--- src/rtl/command_fetch_pkg.sv ---
// Shared definitions for the command fetch block.
// Holds the default RAM geometry (word width, address width, word count)
// and the state type used by the fetch controller.
package command_fetch_pkg;

    localparam int CF_DATA_W = 32;
    localparam int CF_ADDR_W = 9;
    localparam int CF_DEPTH  = 400;

    // Explicit encodings so the state register reads the same as older
    // revisions of this block in a waveform viewer.
    typedef enum logic [1:0] {
        ST_IDLE  = 2'd0,
        ST_FETCH = 2'd1,
        ST_DRAIN = 2'd2,
        ST_DONE  = 2'd3
    } fetch_state_t;

endpackage

--- src/rtl/command_fetch_fifo.sv ---
// fetch_fifo: three-entry output buffer for the command fetcher.
// Ports:
//   clk, n_rst         clock, synchronous active-low reset (empties buffer)
//   push, wr_data      write a word at the tail
//   pop                remove the head word (ignored when empty)
//   rd_data            head word (meaningless while empty)
//   occupancy          number of stored words, 0..3
//   empty, full        occupancy == 0 / occupancy == 3
// Entries are plain registers so the head is visible in the same cycle it
// is written into the buffer's head slot, without a read-latency stage.
module fetch_fifo
    import command_fetch_pkg::*;
#(
    parameter int DATA_W = CF_DATA_W
) (
    input  logic              clk,
    input  logic              n_rst,
    input  logic              push,
    input  logic              pop,
    input  logic [DATA_W-1:0] wr_data,
    output logic [DATA_W-1:0] rd_data,
    output logic [1:0]        occupancy,
    output logic              empty,
    output logic              full
);

    logic [DATA_W-1:0] mem_reg [0:2];
    logic [1:0]        wr_ptr_reg;
    logic [1:0]        rd_ptr_reg;
    logic [1:0]        occ_reg;
    logic              push_ok;
    logic              pop_ok;

    assign empty     = (occ_reg == 2'd0);
    assign full      = (occ_reg == 2'd3);
    assign occupancy = occ_reg;
    assign rd_data   = mem_reg[rd_ptr_reg];

    // A push into a full buffer is only legal when the head leaves the
    // same cycle; ordering is preserved because pointers move independently.
    assign pop_ok  = pop && !empty;
    assign push_ok = push && (!full || pop_ok);

    generate
        for (genvar gi = 0; gi < 3; gi++) begin : g_entry
            always_ff @(posedge clk) begin
                if (push_ok && (wr_ptr_reg == 2'(gi))) begin
                    mem_reg[gi] <= wr_data;
                end
            end
        end
    endgenerate

    always_ff @(posedge clk) begin
        if (!n_rst) begin
            wr_ptr_reg <= 2'd0;
            rd_ptr_reg <= 2'd0;
            occ_reg    <= 2'd0;
        end else begin
            if (push_ok) begin
                wr_ptr_reg <= (wr_ptr_reg == 2'd2) ? 2'd0 : wr_ptr_reg + 2'd1;
            end
            if (pop_ok) begin
                rd_ptr_reg <= (rd_ptr_reg == 2'd2) ? 2'd0 : rd_ptr_reg + 2'd1;
            end
            case ({push_ok, pop_ok})
                2'b10:   occ_reg <= occ_reg + 2'd1;
                2'b01:   occ_reg <= occ_reg - 2'd1;
                default: occ_reg <= occ_reg;
            endcase
        end
    end

endmodule

--- src/rtl/command_fetch.sv ---
// command_fetch: reads a burst of words from an external synchronous RAM
// and streams them out through a valid/ready interface.
// Ports:
//   clk, n_rst              clock, synchronous active-low reset
//   start, base_addr, count burst request, sampled only while idle
//   read_address, q         RAM read port (q valid one cycle after address)
//   out_data, out_valid,
//   out_ready               output stream, transfer when valid && ready
//   busy                    burst in progress (through the done cycle)
//   done                    single-cycle completion pulse
module command_fetch
    import command_fetch_pkg::*;
#(
    parameter int DATA_W = CF_DATA_W,
    parameter int ADDR_W = CF_ADDR_W,
    parameter int DEPTH  = CF_DEPTH
) (
    input  logic              clk,
    input  logic              n_rst,
    input  logic              start,
    input  logic [ADDR_W-1:0] base_addr,
    input  logic [ADDR_W-1:0] count,
    output logic [ADDR_W-1:0] read_address,
    input  logic [DATA_W-1:0] q,
    output logic [DATA_W-1:0] out_data,
    output logic              out_valid,
    input  logic              out_ready,
    output logic              busy,
    output logic              done
);

    localparam logic [ADDR_W-1:0] LAST_ADDR = ADDR_W'(DEPTH - 1);

    fetch_state_t      state_reg, state_next;
    logic [ADDR_W-1:0] addr_reg, addr_next;
    logic [ADDR_W-1:0] remain_reg, remain_next;
    logic              inflight_reg;
    logic              issue;
    logic              pop_fire;
    logic [1:0]        fifo_occ;
    logic              fifo_empty;
    logic              fifo_full;

    fetch_fifo #(
        .DATA_W (DATA_W)
    ) u_fifo (
        .clk       (clk),
        .n_rst     (n_rst),
        .push      (inflight_reg),
        .pop       (pop_fire),
        .wr_data   (q),
        .rd_data   (out_data),
        .occupancy (fifo_occ),
        .empty     (fifo_empty),
        .full      (fifo_full)
    );

    assign out_valid    = !fifo_empty;
    assign pop_fire     = out_valid && out_ready;
    assign read_address = addr_reg;
    assign busy         = (state_reg != ST_IDLE);
    assign done         = (state_reg == ST_DONE);

    // Issue decision uses only registered occupancy and the in-flight bit,
    // so out_ready never reaches read_address combinationally. Keeping
    // stored + in-flight below three guarantees every returning word has
    // a free slot.
    assign issue = (state_reg == ST_FETCH) &&
                   (({1'b0, fifo_occ} + {2'b00, inflight_reg}) < 3'd3);

    always_comb begin
        state_next  = state_reg;
        addr_next   = addr_reg;
        remain_next = remain_reg;
        case (state_reg)
            ST_IDLE: begin
                if (start) begin
                    addr_next   = base_addr;
                    remain_next = count;
                    state_next  = (count == '0) ? ST_DONE : ST_FETCH;
                end
            end
            ST_FETCH: begin
                if (issue) begin
                    // Wrap at the end of the RAM, not at the address width.
                    addr_next   = (addr_reg == LAST_ADDR) ? '0 : addr_reg + 1'b1;
                    remain_next = remain_reg - 1'b1;
                    if (remain_reg == ADDR_W'(1)) begin
                        state_next = ST_DRAIN;
                    end
                end
            end
            ST_DRAIN: begin
                // Last word leaves when nothing is in flight and it is the
                // only word still buffered.
                if (pop_fire && !inflight_reg && (fifo_occ == 2'd1)) begin
                    state_next = ST_DONE;
                end
            end
            default: begin
                state_next = ST_IDLE;
            end
        endcase
    end

    always_ff @(posedge clk) begin
        if (!n_rst) begin
            state_reg    <= ST_IDLE;
            addr_reg     <= '0;
            remain_reg   <= '0;
            inflight_reg <= 1'b0;
        end else begin
            state_reg    <= state_next;
            addr_reg     <= addr_next;
            remain_reg   <= remain_next;
            inflight_reg <= issue;
        end
    end

endmodule

--- config.mk ---
export PLATFORM = sky130hd
export DESIGN_NAME = command_fetch
export DESIGN_NICKNAME = d
export VERILOG_FILES = /design/src/rtl/command_fetch_pkg.sv /design/src/rtl/command_fetch_fifo.sv /design/src/rtl/command_fetch.sv
export SDC_FILE = /design/constraint.sdc
export NUM_CORES = 1
export LEC_CHECK = 0
export CAP_MARGIN = 20
export CORE_MARGIN = 2
export CORE_UTILIZATION = 52
export DETAILED_ROUTE_END_ITERATION = 8
export GPL_ROUTABILITY_DRIVEN = 0
export GPL_TIMING_DRIVEN = 0
export PLACE_DENSITY = 0.86
export SYNTH_ARGS = -nofsm -noshare
export SYNTH_HDL_FRONTEND = slang
export SYNTH_HIERARCHICAL = 1
export SYNTH_SLANG_ARGS = --single-unit
--- constraint.sdc ---
create_clock -name clk -period 5.2 [get_ports clk]
set_input_delay 1.56 -clock clk [delete_from_list [all_inputs] [get_ports clk]]
set_output_delay 1.56 -clock clk [all_outputs]
set_load 0.01 [all_outputs]
==> flow_metrics.tcl <==
set metrics [dict create \
    status "completed" \
    grt_pass1_wl_mm 19.59 \
    root_buffer "clkbuf_8" \
    p_seq_frac 0.392 \
    numCtsBuffers 17 \
    antenna_cells 0 \
    postCtsHoldBufs 0 \
    comb_power_share 0.283 \
    routed_wl_mm 12.11 \
    largest_register_ffs 96 \
    period_share 0.7728 \
    io_buffers 97 \
    cts_setup_buffers 0 \
    wl_per_cell_um 17.38 \
    crit_fanout 10 \
    hold_slack_ns 0.4935 \
    htree_levels 4 \
    mappedNetlistArea_um2 5383 \
    worstPathArrival_ns 2.46 \
    die_area_um2 11180 \
    internal-power_mw 2.327 \
    finalHoldViolCount 0 \
    multiInputGateArea_um2 1759 \
    clk_latency_ns 0.50 \
    r2r_slack_ns 2.90 \
    grt_pass1_vias 4076 \
    grtUsageTotal 0.2272 \
    drtAntennaViolNets 0 \
    clock_path_buffers 2 \
    slew_headroom 0.4970 \
    tightest_slew_ns 0.7545 \
    setup_violations 0 \
    fillCellCount 680 \
    layout_min_cycle_time_ns 4.018 \
    drc 0 \
    final_util 0.7072 \
    crit_required_ns 3.64 \
    vias 3909 \
    min_path_type "reg2reg" \
    fin_nets 612 \
    core_area_um2 10180 \
    crit_type "reg2out" \
    io_pins 98 \
    rsz0062_at_grt "no" \
    clk_pin_slew_ns 0.05 \
    dr.pass1.iters 5 \
    grt_max_degree 17 \
    synthCells 423 \
    syn_nets 487 \
    drive_gt1_frac 0.1230 \
    startpoint_type "flip-flop" \
    vias_per_cell 5.608 \
    yosys_warnings 6 \
    antenna_found_initial 0 \
    start_util 0.5285 \
    dieWidth_um 105.7 \
    drv_cap 0 \
    endpoint_kind "output port" \
    dp.final_hpwl_mm 8.451 \
    cts_sinks 125 \
    ctsResizeCount 0 \
    p_per_area_nw_per_um2 467.1 \
    drtIter0Drc 295 \
    finalClockSkew_ns 0.008750 \
    peakVddDrop_uv 256.7 \
    max_freq_mhz 248.9 \
    cts_tree "done" \
    p_switching_mw 1.038 \
    sw_frac_of_total 0.3086 \
    slew_violations 0 \
    rows 37 \
    cellLeakagePower_nw 2.450 \
    die_h_um 105.7 \
    grt_overflow 0 \
    syn_avg_cell_area_um2 12.72 \
    p_clk_frac 0.325 \
    seq_area_um2 3463 \
    area_growth_pct 33.82 \
]
final cells by class:
cell class                 count  share of cell area
clock inverter                14             0.02015
clock buffer                  18             0.05802
inverter                      13            0.006774
timing repair buffer         106              0.1489
buffer                        23             0.01754
tap                          136             0.02362
sequential                   125              0.4808
multi-input combinational    262              0.2442
stage by stage:
step	total power, mW	cell area (um2)	worst slack [ns]	instances	TNS (ns)
5_1_grt	3.520	7203	0.9881	697	0
4_1_cts	3.371	7203	1.123	697	0
2_1_floorplan	1.898	5383	0.3479	423	0
3_3_place_gp	2.215	6524	-1.840	656	-163.20
6_report	3.365	7203	1.182	697	0
3_5_place_dp	2.272	6640	1.397	665	0
final timing paths:
kind / start / end / depth (start not counted)
worst max-delay path: flip-flop / out_data[27] / 5
worst min-delay path: u_fifo/rd_ptr_reg[1] / flip-flop / 2
worst max register to register: u_fifo/occupancy[0] / u_fifo/mem_reg[2][16] / 6
worst min register to register: u_fifo/rd_ptr_reg[1] / flip-flop / 2
critical path, stage by stage (launching register included):
cell	delay (ns)
dfxtp_1	0.31
clkbuf_1	0.37
clkbuf_1	0.46
nand2_1	0.11
o21ai_0	0.13
clkdlybuf4s50_1	0.59
routing by layer:
layer  global-route usage  wire length, um  share of wire  vias up
li1                     -                -              -     1839
met1               0.2658             4878           0.40     1866
met2               0.3986             6217           0.51      181
met3              0.05566              817          0.067       23
met4              0.09492              200          0.017        0
met5                    0                0              0        -
placed cells by master, fill, tap and decap left out, types with 5 or more instances in the layout:
| cell | count |
|---|---|
| clkdlybuf4s50_1 | 97 |
| edfxtp_1 | 96 |
| nand2_1 | 56 |
| mux2i_1 | 37 |
| o21ai_0 | 35 |
| dfxtp_1 | 29 |
| a21oi_1 | 20 |
| nor2_1 | 19 |
| clkbuf_16 | 16 |
| clkbuf_1 | 13 |
| inv_1 | 12 |
| buf_6 | 12 |
| ha_1 | 10 |
| a31oi_1 | 7 |
| nor2b_1 | 6 |
| o21ai_1 | 6 |
| buf_2 | 5 |
power groups by stage:
| stage | clock network [mW] | registers (mW) | logic [mW] |
|---|---|---|---|
| finish | 1.09 | 1.32 | 0.954 |
| global route | 1.15 | 1.33 | 1.03 |
| CTS | 1.11 | 1.31 | 0.945 |
| detailed placement | 0 | 1.33 | 0.939 |
| global placement | 0 | 1.33 | 0.887 |
| floorplan | 0 | 1.32 | 0.574 |
Power figures use the tool's default switching activity.
